===== src/rtl/seg595_rx.sv =====
// Receiver for a serial 74HC595-style chain: synchronizes sclk/data/latch, shifts on sclk edges, commits frames on latch edges.
// Latency: word_valid_o rises SYNC_STAGES+1 clk_i edges after latch_i is first sampled high; the digit bytes update in the same cycle.
// Backpressure: none; the serial source must respect the input timing contract. Optional SEG595_RX_BITCHECK_EN rejects short or long frames.
module seg595_rx #(
    parameter int NUM_ICS     = 2,
    parameter int SYNC_STAGES = 2
) (
    input  logic                 clk_i,
    input  logic                 rst_i,
    input  logic                 sclk_i,
    input  logic                 data_i,
    input  logic                 latch_i,
    output logic [8*NUM_ICS-1:0] word_o,
    output logic                 word_valid_o,
    output logic [31:0]          digit_seg_o,
    output logic                 err_o,
    output logic [4:0]           bit_count_o
);

    localparam int W = 8 * NUM_ICS;

    // Synchronizer chains; the data chain has the same depth as sclk so both arrive aligned.
    logic [SYNC_STAGES-1:0] sclk_sync_q;
    logic [SYNC_STAGES-1:0] data_sync_q;
    logic [SYNC_STAGES-1:0] latch_sync_q;
    logic                   sclk_hist_q;
    logic                   latch_hist_q;

    logic [W-1:0]  sr_q, sr_d;
    logic [W-1:0]  word_q, word_d;
    logic          valid_q, valid_d;
    logic [31:0]   seg_q, seg_d;
    logic [4:0]    cnt_q, cnt_d;

    logic          sclk_edge;
    logic          latch_edge;
    logic [W-1:0]  sr_shift;
    logic [4:0]    cnt_inc;
    logic          commit_ok;
    logic [3:0]    mask;

    assign sclk_edge  = sclk_sync_q[SYNC_STAGES-1] & ~sclk_hist_q;
    assign latch_edge = latch_sync_q[SYNC_STAGES-1] & ~latch_hist_q;

    // Shift happens before commit so a same-cycle final bit lands in the committed word.
    assign sr_shift = sclk_edge ? {sr_q[W-2:0], data_sync_q[SYNC_STAGES-1]} : sr_q;
    assign cnt_inc  = (sclk_edge && (cnt_q != 5'd31)) ? (cnt_q + 5'd1) : cnt_q;
    assign mask     = sr_shift[3:0];

`ifdef SEG595_RX_BITCHECK_EN
    localparam logic [31:0] W_U = W;
    logic err_q, err_d;
    assign commit_ok = ({27'd0, cnt_inc} == W_U);
    assign err_o     = err_q;
`else
    assign commit_ok = 1'b1;
    assign err_o     = 1'b0;
`endif

    // Next-state for shift register, counter, committed word and digit bytes.
    always_comb begin
        sr_d    = sr_shift;
        cnt_d   = cnt_inc;
        word_d  = word_q;
        valid_d = 1'b0;
        seg_d   = seg_q;
`ifdef SEG595_RX_BITCHECK_EN
        err_d   = err_q;
`endif
        if (latch_edge) begin
            cnt_d = 5'd0;
            if (commit_ok) begin
                word_d  = sr_shift;
                valid_d = 1'b1;
                // Only a single selected digit is updated; zero or several mask bits leave the display alone.
                case (mask)
                    4'b0001: seg_d[7:0]   = sr_shift[W-1 -: 8];
                    4'b0010: seg_d[15:8]  = sr_shift[W-1 -: 8];
                    4'b0100: seg_d[23:16] = sr_shift[W-1 -: 8];
                    4'b1000: seg_d[31:24] = sr_shift[W-1 -: 8];
                    default: seg_d        = seg_q;
                endcase
            end
`ifdef SEG595_RX_BITCHECK_EN
            else begin
                err_d = 1'b1;
            end
`endif
        end
    end

    // All state, including synchronizers, clears on reset so no edge is seen right after release.
    always_ff @(posedge clk_i or posedge rst_i) begin
        if (rst_i) begin
            sclk_sync_q  <= '0;
            data_sync_q  <= '0;
            latch_sync_q <= '0;
            sclk_hist_q  <= 1'b0;
            latch_hist_q <= 1'b0;
            sr_q         <= '0;
            word_q       <= '0;
            valid_q      <= 1'b0;
            seg_q        <= '0;
            cnt_q        <= '0;
`ifdef SEG595_RX_BITCHECK_EN
            err_q        <= 1'b0;
`endif
        end else begin
            sclk_sync_q  <= {sclk_sync_q[SYNC_STAGES-2:0], sclk_i};
            data_sync_q  <= {data_sync_q[SYNC_STAGES-2:0], data_i};
            latch_sync_q <= {latch_sync_q[SYNC_STAGES-2:0], latch_i};
            sclk_hist_q  <= sclk_sync_q[SYNC_STAGES-1];
            latch_hist_q <= latch_sync_q[SYNC_STAGES-1];
            sr_q         <= sr_d;
            word_q       <= word_d;
            valid_q      <= valid_d;
            seg_q        <= seg_d;
            cnt_q        <= cnt_d;
`ifdef SEG595_RX_BITCHECK_EN
            err_q        <= err_d;
`endif
        end
    end

    assign word_o       = word_q;
    assign word_valid_o = valid_q;
    assign digit_seg_o  = seg_q;
    assign bit_count_o  = cnt_q;

endmodule


===== config.mk =====
export PLATFORM = sky130hd
export DESIGN_NAME = seg595_rx
export DESIGN_NICKNAME = d
export VERILOG_FILES = /design/src/rtl/seg595_rx.sv
export SDC_FILE = /design/constraint.sdc
export NUM_CORES = 1
export LEC_CHECK = 0
export BUFFER_PORTS_ARGS = -buffer_cell sky130_fd_sc_hd__buf_4
export CORE_ASPECT_RATIO = 1.5
export CORE_MARGIN = 2
export CORE_UTILIZATION = 54
export CTS_CLUSTER_DIAMETER = 60
export DETAILED_ROUTE_END_ITERATION = 10
export PLACE_DENSITY = 0.76
export SYNTH_ARGS = -nofsm -noshare
export SYNTH_HDL_FRONTEND = slang
export SYNTH_SLANG_ARGS = --single-unit

===== constraint.sdc =====
create_clock -name clk_i -period 3 [get_ports clk_i]
set_input_delay 0.45 -clock clk_i [delete_from_list [all_inputs] [get_ports clk_i]]
set_output_delay 0.45 -clock clk_i [all_outputs]
set_load 0.005 [all_outputs]

==> results of run 1 <==
[cell usage after synthesis, types with 2 or more instances]
| cell type | instances | share of area |
|---|---|---|
| dfrtp_1 | 78 | 0.65 |
| nor3b_1 | 9 | 0.022 |
| o21ai_2 | 3 | 0.0088 |
| a21oi_1 | 2 | 0.0033 |
| inv_1 | 3 | 0.0037 |
| clkbuf_1 | 4 | 0.0050 |
| nor2_1 | 4 | 0.0050 |
| ha_1 | 2 | 0.0083 |
| xor2_1 | 2 | 0.0058 |
| buf_4 | 3 | 0.0075 |
| o21ai_0 | 3 | 0.0050 |
| mux2_2 | 46 | 0.17 |
| nand2_1 | 49 | 0.061 |
[final cells by class]
type | count | area (sq um) | share of cell area
Sequential cell | 78 | 1950 | 0.529
Multi-Input combinational cell | 133 | 1000 | 0.272
Timing Repair Buffer | 60 | 463 | 0.125
Clock buffer | 11 | 151 | 0.0410
Tap cell | 70 | 87.6 | 0.0237
Clock inverter | 4 | 22.5 | 0.00610
Inverter | 3 | 11.3 | 0.00305
[cells by family (layout without fill, tap and decap cells)]
group / after synthesis / after routing
mux: 47 / 47
simple gates: 69 / 69
fa+ha+maj: 2 / 2
flops: 78 / 78
compound gates: 11 / 11
buf+inv: 10 / 78
xor+xnor: 3 / 3
other cells: 1 / 1
[metrics by stage]
step                      power, W  utilization  instance area, sq um  cells
after detailed placement   0.00217        0.650                  3520    344
after global placement     0.00215        0.650                  3520    344
after global routing       0.00299        0.682                  3690    359
final                      0.00282        0.682                  3690    359
after CTS                  0.00286        0.682                  3690    359
after floorplan            0.00180            -                  3000    221
[sequential cells by signal, indices dropped and copies added (netlist names)]
register,count
bit_count_o,5
data_sync_q,2
digit_seg_o,32
latch_hist_q,1
latch_sync_q,2
sclk_hist_q,1
sclk_sync_q,2
sr_q,16
word_o,16
word_valid_o,1
[critical path: stages (launching register included)]
cell     delay (ns)
dfrtp_1        0.41
and2b_1        0.53
nor3b_1        0.12
o21ai_2        0.49
mux2_2         0.41
[worst paths after layout]
path / startpoint / end / slack, ns / cells after the start
max in group asynchronous: rst_i / word_o[15] / 2.49 / 3
max: sclk_hist_q / digit_seg_o[30] / 0.93 / 4
min in group clk_i: sclk_i / sclk_sync_q[0] / 0.22 / 1
min reg2reg: latch_sync_q[0] / latch_sync_q[1] / 0.35 / 0
min: rst_i / word_o[7] / 0.19 / 3
max reg2reg: sclk_hist_q / digit_seg_o[30] / 0.93 / 4
[metal layers]
metal	vias up	track usage
met5	-	0
met4	0	0.0745
met3	5	0.0602
met2	43	0.301
met1	935	0.252
li1	867	-
[power by group through the flow]
stage	sequential, W	combinational (W)	clock (W)
6_report	0.00145	0.000676	0.000689
3_3_place_gp	0.00147	0.000677	0
5_1_grt	0.00148	0.000757	0.000751
2_1_floorplan	0.00146	0.000338	0
3_5_place_dp	0.00148	0.000690	0
4_1_cts	0.00146	0.000693	0.000704
==> impl_metrics.ini, run 1 <==
[outcome]
outcome = finished, final reports clean

[drt]
via_per_inst = 5.15
routed_wl_mm = 5.38
wl_met2_mm = 2.82
route.detailed.drc = 0
first_pass_iters = 4
met1_length_mm = 2.29
wl_met3_um = 201
num_vias = 1850
ant_nets = 0
drt_iter0_drc = 82
wl_per_cell_um = 15.0
dr.max_layer_used = met4

[layout]
syn2layout_area_growth_pct = 22.9
nets = 292
final_cell_mix = dfrtp_1 (78), buf_4 (59), nand2_1 (49), mux2_2 (46), clkbuf_8 (11)
drive_gt1_frac = 0.443
antenna_cells = 0
final_common_cell = dfrtp_1
fill_cells = 422

[pwr]
power.internal_w = 0.00203
p_switching_w = 0.000794
switching_share = 0.282
power_leakage_nw = 1.95
clkPwrFrac = 0.245
pwr-share-comb = 0.240
power_density_nw_per_um2 = 764
seqPwrFrac = 0.516
vdd_drop_max_v = 0.000474

[critical_path]
cp_data_arrival_time_ns = 2.30
endpoint_kind = flop
start_kind = flop
worstSetupPathType = flop to flop
path_max_fanout = 13
cp.required_ns = 3.22

[logic_synthesis]
yosysSeqAreaShare = 0.650
synth_cell_types = 26
synth-main-ff-cell = dfrtp_1
synthSimpleGateAreaFrac = 0.107
synth_edf_count = 0
synth_fp_nets = 228
synth_xor_area_frac = 0.00875
syn_area_sq_um = 3000
synth_fa_ha_area_frac = 0.00833
yosys_warnings = 0
syn_inst = 221
synth-compound-area-share = 0.0329
syn_area_per_cell_sq_um = 13.6
synthMuxAreaShare = 0.176
async_flop_share = 1.00
synth-seq-cells = 78
synth_top_family_by_area = multiplexers

[sta]
slew_headroom = 0.581
skew_ns = 0.00760
fmax_ghz = 0.482
final.setup.tns_ns = 0
finalHoldViolations = 0
layout_setup_ws_ns = 0.926
whs_ns = 0.192
min_period_over_period = 0.691
slew_viol_final = 0
worst_slew_pin_slew_ns = 0.627
rsz0062_at_grt = false
fin_crit_ns = 2.07
setup_violations = 0

[clocking]
cts_tree = done
post_cts_resize_count = 0
path_clk_slew_ns = 0.07
cts_setup_buffers = 0
hold_buffers = 0
htree_levels = 3
numClockSinks = 78
root_buffer = clkbuf_8
clk_path_buf_depth = 2
clkLatencyLatePin_ns = 0.34
cts_buffers = 9

[floorplanning]
num_rows = 33
die_x_um = 64.9
core_area_sq_um = 5410
die_area_sq_um = 6190
start_util = 0.555
io_pins = 60
die_y_um = 95.3

[worst_hold_path]
hp-class = input pin to async pin

[place]
hpwl_mm = 3.66
globalplace.congestion = 0.718
numPortBuffers = 58
place_ws_ns = 0.930

[global_routing]
grt_pass1_vias = 1816
overflow = 0
grt_usage = 0.192
grt_pass1_wl_mm = 8.78
grt_max_degree = 79
antenna_found_initial = 0

[job]
maxCapViolations = 0
(Power assumes the default switching activity.)
==> run 2: changes to the inputs <==
==> constraint.sdc (replaced) <==
create_clock -name clk_i -period 2.1 [get_ports clk_i]
set_input_delay 0.315 -clock clk_i [delete_from_list [all_inputs] [get_ports clk_i]]
set_output_delay 0.315 -clock clk_i [all_outputs]
set_load 0.005 [all_outputs]
==> run 2 against run 1 <==
Against the previous run:
- sequential power rose by 43%
- critical path depth rose by 4
- total power rose by 46%
- core utilization rose by 0.97 points
- wire length rose by 2.5%
- first-iteration DRC count rose by 60%
- non-clock buffer count rose by 4
- combinational power rose by 44%
- die area did not move
- flip-flop and latch count did not move
- clock power rose by 54%
- largest power group unchanged
- highest routed layer unchanged
==> impl_metrics.ini, run 2 (synthesis results as in run 1) <==
[drt]
drt_iter0_drc = 131
first_pass_iters = 4
ant_nets = 0
via_per_inst = 5.14
routed_wl_mm = 5.51
num_vias = 1862
wl_per_cell_um = 15.2
route.detailed.drc = 0

[place]
globalplace.congestion = 0.730
hpwl_mm = 3.74
place_ws_ns = 0.326
numPortBuffers = 58
place_inst = 348

[floorplanning]
die_x_um = 64.9
io_pins = 60
die_y_um = 95.3
start_util = 0.555
die_area_sq_um = 6190
num_rows = 33
core_area_sq_um = 5410

[clocking]
path_clk_slew_ns = 0.07
root_buffer = clkbuf_8
cts_setup_buffers = 0
clkLatencyLatePin_ns = 0.34
htree_levels = 3
cts_buffers = 9
numClockSinks = 78
cts_tree = done
hold_buffers = 0
clk_path_buf_depth = 2
post_cts_resize_count = 0

[sta]
final.setup.tns_ns = 0
worst_slew_pin_slew_ns = 0.645
fmax_ghz = 0.561
slew_viol_final = 0
min_period_over_period = 0.849
slew_headroom = 0.569
layout_setup_ws_ns = 0.317
finalHoldViolations = 0
rsz0062_at_grt = false
whs_ns = 0.0732
fin_crit_ns = 1.78
setup_violations = 0
skew_ns = 0.00732

[pwr]
vdd_drop_max_v = 0.000622
power_density_nw_per_um2 = 1100
power_leakage_nw = 1.98

[job]
maxCapViolations = 0

[layout]
final_common_cell = dfrtp_1
nets = 296
syn2layout_area_growth_pct = 24.6
final_util = 0.692
antenna_cells = 0
drive_gt1_frac = 0.449
fill_cells = 414
final_cell_mix = dfrtp_1 (78), buf_4 (63), nand2_1 (49), mux2_2 (46), clkbuf_8 (14)
largest_register_ffs = 32
layoutNonFillerInstCount = 362

[global_routing]
overflow = 0
antenna_found_initial = 0
grt_pass1_vias = 1862
grt_pass1_wl_mm = 9.38
grt_max_degree = 79
grt_usage = 0.206

[critical_path]
worstSetupPathType = flop to flop
cp.required_ns = 2.30
start_kind = flop
reg2reg_to = bit_count_o[3]
rr_worst_depth = 8
path_max_fanout = 5
r2r-start = bit_count_o[0]
endpoint_kind = flop
cp_data_arrival_time_ns = 1.99
r2r_setup_slack_ns = 0.32

[worst_hold_path]
hp-class = input pin to async pin

[outcome]
outcome = finished, final reports clean
-- run 2: stage by stage --
stage	power, W	cell area (sq um)
floorplan	0.00257	3010
global placement	0.00307	3550
detailed placement	0.00310	3550
CTS	0.00417	3740
global route	0.00438	3740
finish	0.00411	3740
-- run 2: worst max path at each step --
| stage | startpoint | to | slack (ns) | cells after the start |
|---|---|---|---|---|
| 6_report | bit_count_o[0] | bit_count_o[3] | 0.32 | 8 |
| 3_3_place_gp | sclk_hist_q | digit_seg_o[12] | 0.36 | 4 |
| 5_1_grt | bit_count_o[0] | bit_count_o[3] | 0.14 | 8 |
| 3_5_place_dp | bit_count_o[0] | bit_count_o[3] | 0.33 | 8 |
| 4_1_cts | bit_count_o[0] | bit_count_o[3] | 0.30 | 8 |
| 2_1_floorplan | bit_count_o[0] | bit_count_o[3] | 0.26 | 7 |
-- run 2: report_power, final --
part	internal [W]	switching (W)	total (W)
Sequential	0.00186	0.000217	0.00208
Clock	0.000578	0.000481	0.00106
Combinational	0.000555	0.000420	0.000975
-- run 2: layout make-up --
class	instances	area [sq um]	share of cell area
Timing Repair Buffer	64	493	0.132
Sequential cell	78	1950	0.522
Tap cell	70	87.6	0.0234
Inverter	3	15.0	0.00401
Multi-Input combinational cell	133	1000	0.268
Clock buffer	14	193	0.0515
-- run 2: layer usage --
metal  vias to the layer above  wire length (um)  part of all wire  GRT usage
li1                        881                 -                 -          -
met1                       931              2420              0.44      0.272
met2                        42              2800              0.51      0.320
met3                         8               191             0.035     0.0425
met4                         0               102             0.019      0.112
met5                         -                 0                 0          0
-- run 2: critical path, cell delays in order (launching register included) --
cell and delay (ns):
dfrtp_1 0.42, ha_1 0.22, and3_1 0.15, ha_1 0.20, nor3b_1 0.18, buf_4 0.16
nand4_1 0.11, xor2_1 0.15, nor2_1 0.05
